**src/rtl/fsm_input_conditioner.sv**
```systemverilog
// Input front-end for the sequence-detector FSM: synchronizes and debounces
// the raw switch (w) and push-button (step), and counts step pulses.

// Per-input lane: two-flop synchronizer followed by a four-state debounce FSM.
module fsm_debounce #(
  parameter int DB_CYCLES = 500000,
  parameter int CNT_W     = 19
) (
  input  logic clk,
  input  logic reset,
  input  logic raw,
  output logic lvl
);
  typedef enum logic [1:0] {STABLE_LO, WAIT_HI, STABLE_HI, WAIT_LO} state_t;

  localparam logic [CNT_W-1:0] LAST = CNT_W'(DB_CYCLES - 1);

  logic             s1, s2;
  state_t           st;
  logic [CNT_W-1:0] cnt;

  // Synchronizer plus debounce FSM; lvl is registered alongside the state so it
  // changes on the very edge the FSM settles into the opposite stable state.
  always_ff @(posedge clk or negedge reset) begin
    if (!reset) begin
      s1  <= 1'b0;
      s2  <= 1'b0;
      st  <= STABLE_LO;
      cnt <= '0;
      lvl <= 1'b0;
    end else begin
      s1 <= raw;
      s2 <= s1;
      case (st)
        STABLE_LO: if (s2) begin
          st  <= WAIT_HI;
          cnt <= '0;
        end
        WAIT_HI: begin
          if (!s2) begin
            st  <= STABLE_LO;
            cnt <= '0;
          end else if (cnt == LAST) begin
            st  <= STABLE_HI;
            cnt <= '0;
            lvl <= 1'b1;
          end else begin
            cnt <= cnt + CNT_W'(1);
          end
        end
        STABLE_HI: if (!s2) begin
          st  <= WAIT_LO;
          cnt <= '0;
        end
        WAIT_LO: begin
          if (s2) begin
            st  <= STABLE_HI;
            cnt <= '0;
          end else if (cnt == LAST) begin
            st  <= STABLE_LO;
            cnt <= '0;
            lvl <= 1'b0;
          end else begin
            cnt <= cnt + CNT_W'(1);
          end
        end
        default: begin
          st  <= STABLE_LO;
          cnt <= '0;
          lvl <= 1'b0;
        end
      endcase
    end
  end
endmodule

module fsm_input_conditioner #(
  parameter int DB_CYCLES = 500000,
  parameter int CNT_W     = 19
) (
  input  logic       clk,
  input  logic       reset,
  input  logic       sw_raw,
  input  logic       btn_raw,
  output logic       w,
  output logic       step,
  output logic [7:0] step_count
);
  localparam int NUM_IN = 2;   // lane 0 = switch, lane 1 = button

  logic [NUM_IN-1:0] raw;
  logic [NUM_IN-1:0] lvl;
  logic              btn_d;
  logic              press;

  assign raw = {btn_raw, sw_raw};

  for (genvar i = 0; i < NUM_IN; i++) begin : g_lane
    fsm_debounce #(.DB_CYCLES(DB_CYCLES), .CNT_W(CNT_W)) u_db (
      .clk   (clk),
      .reset (reset),
      .raw   (raw[i]),
      .lvl   (lvl[i])
    );
  end

  // The switch level is already a flop inside its lane.
  assign w     = lvl[0];
  assign press = lvl[1] & ~btn_d;

  // Rising-edge detect on the debounced button; step and count update together.
  always_ff @(posedge clk or negedge reset) begin
    if (!reset) begin
      btn_d      <= 1'b0;
      step       <= 1'b0;
      step_count <= 8'd0;
    end else begin
      btn_d <= lvl[1];
      step  <= press;
      if (press) step_count <= step_count + 8'd1;
    end
  end
endmodule

```
**config.mk**
```make
export PLATFORM = sky130hd
export DESIGN_NAME = fsm_input_conditioner
export DESIGN_NICKNAME = d
export VERILOG_FILES = /design/src/rtl/fsm_input_conditioner.sv
export SDC_FILE = /design/constraint.sdc
export NUM_CORES = 1
export LEC_CHECK = 0
export ABC_CLOCK_PERIOD_IN_PS = 2060
export BUFFER_PORTS_ARGS = -buffer_cell sky130_fd_sc_hd__buf_2
export CAP_MARGIN = 40
export CORE_MARGIN = 1
export CORE_UTILIZATION = 30
export DETAILED_ROUTE_END_ITERATION = 6
export HOLD_SLACK_MARGIN = 0.02
export PLACE_DENSITY = 0.54
export SYNTH_ARGS = -nofsm -noshare
export SYNTH_HDL_FRONTEND = slang
export SYNTH_SLANG_ARGS = --single-unit
```
**constraint.sdc**
```tcl
create_clock -name clk -period 2.06 [get_ports clk]
set_input_delay 0.412 -clock clk [delete_from_list [all_inputs] [get_ports clk]]
set_output_delay 0.412 -clock clk [all_outputs]
set_load 0.01 [all_outputs]
```
==> impl_summary.log, run 1 <==
INFO  metric area_growth = 15.19%
INFO  metric sequential_cell_area_in_the_final_layout = roughly 1500 sq um
INFO  metric clk_pin_slew = 0.07 ns
INFO  metric netlist-cell-type-count = 55
INFO  metric maxClockFrequency = 0.5182 GHz
INFO  metric grtUsageTotal = 12.52%
INFO  metric die_width = 101.7 um
INFO  metric maxCapViolations = 0
INFO  metric ys_seq_area_share = 48.68%
INFO  metric pwr-share-seq = 43.2%
INFO  metric layout.filler_cells = approximately 1000
INFO  metric drc = 0
INFO  metric dr.first_iter.drc_count = 70
INFO  metric clock_sink_count = 58
INFO  metric mappedNetlistNets = 309
INFO  metric buffer_ports.inserted = 13
INFO  metric top_cells_by_area_synth = sky130_fd_sc_hd__dfrtp_1 49%, sky130_fd_sc_hd__nand3_1 4.7%, sky130_fd_sc_hd__a21oi_1 4.2%, sky130_fd_sc_hd__nand2_1 4.2%, sky130_fd_sc_hd__mux2i_1 3.4%
INFO  metric final_antenna_net_count = 0
INFO  metric final-max-slew-violation-count = 0
INFO  metric diodes = 0
INFO  metric final.period_utilization = between 90% and 100%
INFO  metric setup.reg_to_reg.worst_slack = 0.13 ns
INFO  metric hold_path_class = in2async
INFO  metric grt_pass1_vias = 2205
INFO  metric dp_hpwl = around 4.1 mm
INFO  metric required = 2.27 ns
INFO  metric p_sw_share = 29.16%
INFO  metric skew = slightly above 0.007 ns
INFO  metric cts_made_buffers = 9
INFO  metric floorplan.initialDensity = a little under a third
INFO  metric antenna_found_initial = 0
INFO  metric core_area = 9684 sq um
INFO  metric floorplan.die_area = 10340 sq um
INFO  metric grt_remaining_overflow = 0
INFO  metric final_layout_size_suffix_gt1_share = ~16%
INFO  metric grt_pass1_wl = 10.22 mm
INFO  metric endpoint_kind = flip-flop
INFO  metric grt_start_max_net_pins = 59
INFO  metric yosys.area.top_type_share = between 40% and 50%
INFO  metric synth_seq_cells = 58
INFO  metric powerDensity = ~840 nW/um^2
INFO  metric cts_setup_buffers = 0
INFO  metric yosysTopAreaCell = sky130_fd_sc_hd__dfrtp_1
INFO  metric comb_power_share = 19.8%
INFO  metric finalCriticalPeriod = between 1.5 and 2 ns
INFO  metric outcome = finished clean
INFO  metric worst_slew_pin_slew = 0.7328 ns
INFO  metric mostFrequentLayoutCell = sky130_fd_sc_hd__dfrtp_1
INFO  metric insertion_delay = ~0.33 ns
INFO  metric post_cts.resized_instances = 0
INFO  metric fin_total_pwr = 2.888 mW
INFO  metric ys_async_sr_fraction = 100.0%
INFO  metric cts.htree.levels = 3
INFO  metric setup_violations = 0
INFO  metric cts-hold-fix-buffers = 0
INFO  metric routabilityCongestion = slightly above 0.8
INFO  metric cellInternalPower = 2.046 mW
INFO  metric max_slew_headroom = 50.96%
INFO  metric netlist_area = 2982 sq um
INFO  metric wirelength = ~6.0 mm
INFO  metric critPathLaunchType = flip-flop
INFO  metric maximum_fanout_along_the_worst_path = 11
INFO  metric syn-mean-instance-area = 9.873 sq um
INFO  metric multiInputGateArea = 1423 sq um
INFO  metric design.portCount = 14
INFO  metric rows = 36
INFO  metric synthFlopType = sky130_fd_sc_hd__dfrtp_1
INFO  metric detailedRoute.firstPassIterationCount = 4
INFO  metric detail_route.vias_per_cell = 4.926
INFO  metric arrival = 2.14 ns
INFO  metric finish.utilization = 35.47%
INFO  metric post_layout_nets = 331
INFO  metric wire_per_inst = 12.93 um
INFO  metric cts.root.buffer_cell = sky130_fd_sc_hd__clkbuf_8
INFO  metric worst_r2r_path_depth = 6
INFO  metric finalHoldViolations = 0
INFO  metric crit-reg2reg-launch = g_lane[0].u_db.cnt[0]
INFO  metric max-vdd-ir-drop = 0.0003588 V
INFO  metric timing.setup.tns = 0 ns
INFO  metric detailroute.via_count = 2271
INFO  metric power.static_leakage = 1.542 nW
INFO  metric placed_cell_area = around 3200 sq um
INFO  metric most-common-layout-cells = 58 x sky130_fd_sc_hd__dfrtp_1, 33 x sky130_fd_sc_hd__nand2_1, 28 x sky130_fd_sc_hd__nand3_1
INFO  metric yosysWarningCount = 0
INFO  metric postLayoutCellArea = 3435 sq um
INFO  metric dieHeight = 101.7 um
INFO  metric worst-setup-path-type = reg2reg
INFO  metric cts_tree = done
INFO  metric grt_setup_unrepaired = false
INFO  metric part_of_the_power_in_the_clock_network = 37.1%
INFO  metric cts_max_path_buffers = 2
INFO  metric number_of_synthesized_flops_with_an_enable_pin = 0
INFO  metric syn_inst = 302
INFO  metric switching_power = ~840 uW
cell usage after synthesis, types with 2 or more instances:
cell,instances
sky130_fd_sc_hd__nand3_1,28
sky130_fd_sc_hd__xor2_1,5
sky130_fd_sc_hd__inv_1,13
sky130_fd_sc_hd__nor2_1,11
sky130_fd_sc_hd__nor4_1,4
sky130_fd_sc_hd__o21ai_0,17
sky130_fd_sc_hd__mux2_2,3
sky130_fd_sc_hd__a21o_1,6
sky130_fd_sc_hd__mux2i_1,10
sky130_fd_sc_hd__and4bb_1,2
sky130_fd_sc_hd__dfrtp_1,58
sky130_fd_sc_hd__a211oi_1,2
sky130_fd_sc_hd__xnor2_1,5
sky130_fd_sc_hd__a22o_1,3
sky130_fd_sc_hd__nor4bb_1,2
sky130_fd_sc_hd__and2_1,4
sky130_fd_sc_hd__nand2_1,33
sky130_fd_sc_hd__and3_1,6
sky130_fd_sc_hd__buf_2,2
sky130_fd_sc_hd__nor3_1,2
sky130_fd_sc_hd__or3_1,6
sky130_fd_sc_hd__a21oi_1,25
sky130_fd_sc_hd__clkbuf_1,4
sky130_fd_sc_hd__and4_1,5
sky130_fd_sc_hd__ha_1,3
sky130_fd_sc_hd__nand3b_1,2
sky130_fd_sc_hd__buf_4,3
sky130_fd_sc_hd__nand4_1,11
metrics by stage:
stage,worst slack [ns],hold slack (ns),cells
2_1_floorplan,0.3066,0.1164,302
3_3_place_gp,0.1856,0.3357,445
3_5_place_dp,0.1523,0.3371,446
4_1_cts,0.1410,0.08140,461
5_1_grt,0.01390,0.1011,461
6_report,0.1301,0.07319,461
cells by family (layout without fill, tap and decap cells):
logic type                 Yosys count  after routing  synth area share (%)
and+or+nand+nor                    129            129                 25.09
AOI/OAI and AO/OA                   65             65                 13.43
DFF                                 58             58                 48.68
buffers and inverters               23             49                 3.609
muxes                               14             14                 4.994
xor gates and xnor gates            10             10                 2.937
adders and majority gates            3              3                 1.259
power groups by stage:
stage	clock network [mW]	registers [mW]	logic, mW
after global placement	0	1.26	0.541
after floorplan	0	1.25	0.434
final	1.07	1.25	0.572
after CTS	1.12	1.25	0.578
after detailed placement	0	1.27	0.576
after global routing	1.16	1.25	0.632
critical path: stages, from the launching register on:
cell,delay (ns)
sky130_fd_sc_hd__dfrtp_1,0.40
sky130_fd_sc_hd__ha_1,0.22
sky130_fd_sc_hd__nand3_1,0.23
sky130_fd_sc_hd__nor2_8,0.20
sky130_fd_sc_hd__a21o_1,0.35
sky130_fd_sc_hd__nand2_1,0.12
sky130_fd_sc_hd__mux2_4,0.30
how the worst max path moves through the flow:
stage,from,endpoint,slack (ns),cells past startpoint
final,g_lane[0].u_db.cnt[0],flip-flop,0.13,6
after global routing,g_lane[0].u_db.cnt[0],flip-flop,0.01,6
after CTS,g_lane[0].u_db.cnt[0],flip-flop,0.14,6
after detailed placement,g_lane[0].u_db.cnt[0],flip-flop,0.15,6
after global placement,g_lane[0].u_db.cnt[0],flip-flop,0.19,6
after floorplan,g_lane[1].u_db.cnt[0],g_lane[1].u_db.cnt[17],0.31,7
layer usage:
layer	vias up	global-route usage, %	routed length, um
li1	1150	-	-
met1	1081	15.76	2825
met2	36	20.63	2912
met3	4	3.865	184
met4	0	3.567	37
met5	-	0	0
area by class of cell:
cell class              instances  area share (%)
multi-input cells             221           41.42
well taps                     133           4.845
inverters                      13           1.421
clock inverters                 2           1.020
repair buffers                 21           4.117
flip-flops and latches         58           42.26
clock buffers                  13           4.918
sequential cells by signal, summed over array words and instances, names as in the netlist, named ones only:
register and cells:
g_lane.u_db.cnt 38, step 1, g_lane.u_db.s1 2, step_count 8, btn_d 1, g_lane.u_db.s2 2, g_lane.u_db.st 2, g_lane.u_db.lvl 2
Power figures use the tool's default switching activity.
==> run 2: changes to the inputs <==
- BUFFER_PORTS_ARGS: -buffer_cell sky130_fd_sc_hd__buf_2 -> -buffer_cell sky130_fd_sc_hd__clkbuf_2
==> run 2 against run 1 <==
Compared with the run above: design area grew 0.51%; worst hold slack gained 0.11 ns; non-clock buffer count grew 3; sequential share of layout area shrank 0.21 points; utilization grew 0.18 points; register-to-register slack gained 0.04 ns; largest cell class unchanged; largest power group unchanged; highest routed layer unchanged.
==> impl_summary.log, run 2 (synthesis results as in run 1) <==
INFO  metric p_sw_share = 30.58%
INFO  metric switching_power = roughly 860 uW
INFO  metric cts.htree.levels = 3
INFO  metric dp_hpwl = 4.119 mm
INFO  metric timing.setup.tns = 0 ns
INFO  metric design.portCount = 14
INFO  metric sequential_cell_area_in_the_final_layout = 1451 sq um
INFO  metric grt_setup_unrepaired = false
INFO  metric maxCapViolations = 0
INFO  metric worst_slew_pin_slew = 0.7769 ns
INFO  metric part_of_the_power_in_the_clock_network = 35.7%
INFO  metric worst_hold_margin = 0.1839 ns
INFO  metric power.static_leakage = 1.539 nW
INFO  metric antenna_found_initial = 0
INFO  metric placed_cell_area = 3254 sq um
INFO  metric routabilityCongestion = around 0.77
INFO  metric regMostFlops = g_lane.u_db.cnt
INFO  metric setup_violations = 0
INFO  metric max_slew_headroom = around 48%
INFO  metric clk_pin_slew = 0.07 ns
INFO  metric total_placed_cells_including_tap_cells = 448
INFO  metric floorplan.initialDensity = 30.79%
INFO  metric required = 2.28 ns
INFO  metric post_layout_nets = 334
INFO  metric core_area = just under 10000 sq um
INFO  metric largest_register_ffs = 38
INFO  metric buffer_ports.inserted = 13
INFO  metric floorplan.die_area = slightly above 10000 sq um
INFO  metric outcome = finished clean
INFO  metric pwr-share-seq = 44.3%
INFO  metric maximum_fanout_along_the_worst_path = 25
INFO  metric detailroute.via_count = around 2300
INFO  metric comb_power_share = 20.0%
INFO  metric cts_made_buffers = 9
INFO  metric mostFrequentLayoutCell = sky130_fd_sc_hd__dfrtp_1
INFO  metric diodes = 0
INFO  metric skew = 0.01215 ns
INFO  metric detailedRoute.firstPassIterationCount = 4
INFO  metric finalCriticalPeriod = 1.890 ns
INFO  metric final-max-slew-violation-count = 0
INFO  metric final_cells = 465
INFO  metric critPathLaunchType = flip-flop
INFO  metric max-vdd-ir-drop = 0.0003439 V
INFO  metric postLayoutCellArea = 3452 sq um
INFO  metric grt_start_max_net_pins = 26
INFO  metric layout.filler_cells = roughly 1000
INFO  metric grt_pass1_wl = 10.09 mm
INFO  metric drc = 0
INFO  metric final_antenna_net_count = 0
INFO  metric cts_setup_buffers = 0
INFO  metric grt_remaining_overflow = 0
INFO  metric most-common-layout-cells = 58 x sky130_fd_sc_hd__dfrtp_1, 33 x sky130_fd_sc_hd__nand2_1, 28 x sky130_fd_sc_hd__nand3_1
INFO  metric maxClockFrequency = 0.5292 GHz
INFO  metric finalHoldViolations = 0
INFO  metric insertion_delay = 0.33 ns
INFO  metric arrival = 2.11 ns
INFO  metric dr.first_iter.drc_count = 88
INFO  metric reg_top3 = g_lane.u_db.cnt: 38 flops, step_count: 8 flops
INFO  metric fin_total_pwr = 2.803 mW
INFO  metric worst-setup-path-type = reg2reg
INFO  metric area_growth = 15.78%
INFO  metric dieHeight = 101.7 um
INFO  metric powerDensity = 811.9 nW/um^2
INFO  metric die_width = 101.7 um
INFO  metric cts_max_path_buffers = 2
INFO  metric endpoint_kind = flip-flop
INFO  metric detail_route.vias_per_cell = around 5
INFO  metric hold_path_class = in2reg
INFO  metric wire_per_inst = 12.77 um
INFO  metric grtUsageTotal = 12.61%
INFO  metric cts.root.buffer_cell = sky130_fd_sc_hd__clkbuf_8
INFO  metric clock_sink_count = 58
INFO  metric cellInternalPower = 1.946 mW
INFO  metric final_layout_size_suffix_gt1_share = 17.77%
INFO  metric rows = 36
INFO  metric multiInputGateArea = 1425 sq um
INFO  metric final.period_utilization = 91.73%
INFO  metric grt_pass1_vias = 2104
INFO  metric wirelength = 5.940 mm
INFO  metric cts_tree = done
==> run 2: layer usage <==
metal / wire, um / GRT usage, %
met1: 2854 / 16.51
met2: 2896 / 19.33
met3: 151 / 4.003
met4: 38 / 4.905
met5: 0 / 0
==> run 2: critical path: stages (launching register included) <==
cell and delay [ns]:
sky130_fd_sc_hd__dfrtp_1 0.38, sky130_fd_sc_hd__ha_1 0.24, sky130_fd_sc_hd__and4_1 0.28, sky130_fd_sc_hd__and3_2 0.25
sky130_fd_sc_hd__a21oi_2 0.08, sky130_fd_sc_hd__buf_12 0.17, sky130_fd_sc_hd__a21o_1 0.16, sky130_fd_sc_hd__a22o_1 0.22
==> run 2: area by class of cell <==
cell class,instances,share of cell area [%]
clock buffers,10,3.697
inverters,13,1.414
repair buffers,24,5.074
clock inverters,6,1.667
well taps,133,4.821
multi-input cells,221,41.28
flip-flops and latches,58,42.04
==> run 2: power by group through the flow <==
stage          clock, mW  combinational (mW)  sequential [mW]
3_3_place_gp           0               0.547             1.26
6_report            1.00               0.561             1.24
5_1_grt             1.10               0.630             1.25
2_1_floorplan          0               0.434             1.25
3_5_place_dp           0               0.561             1.26
4_1_cts             1.05               0.566             1.24
==> run 2: worst paths after layout <==
| kind | start | end | slack, ns | cells after the start |
|---|---|---|---|---|
| max in group asynchronous | reset | g_lane[1].u_db.cnt[0] | 1.03 | 3 |
| worst max-delay path | g_lane[1].u_db.cnt[0] | g_lane[1].u_db.cnt[12] | 0.17 | 7 |
| worst max register to register | g_lane[1].u_db.cnt[0] | g_lane[1].u_db.cnt[12] | 0.17 | 7 |
| min in group asynchronous | reset | g_lane[0].u_db.cnt[18] | 0.53 | 2 |
| worst min register to register | g_lane[1].u_db.s1 | g_lane[1].u_db.s2 | 0.35 | 0 |
| worst min-delay path | btn_raw | g_lane[1].u_db.s1 | 0.18 | 1 |
==> run 2: timing repair <==
action	CTS	global route
endpoints found under the hold margin	11	0
endpoints found under the setup margin	0	2
hold buffers	1	0
resized for setup	0	2
==> run 2: through the flow <==
stage	utilization [%]	setup slack (ns)
3_3_place_gp	33.53	0.1493
5_1_grt	35.65	0.01353
3_5_place_dp	33.60	0.1291
4_1_cts	35.62	0.1088
2_1_floorplan	-	0.3066
6_report	35.65	0.1704
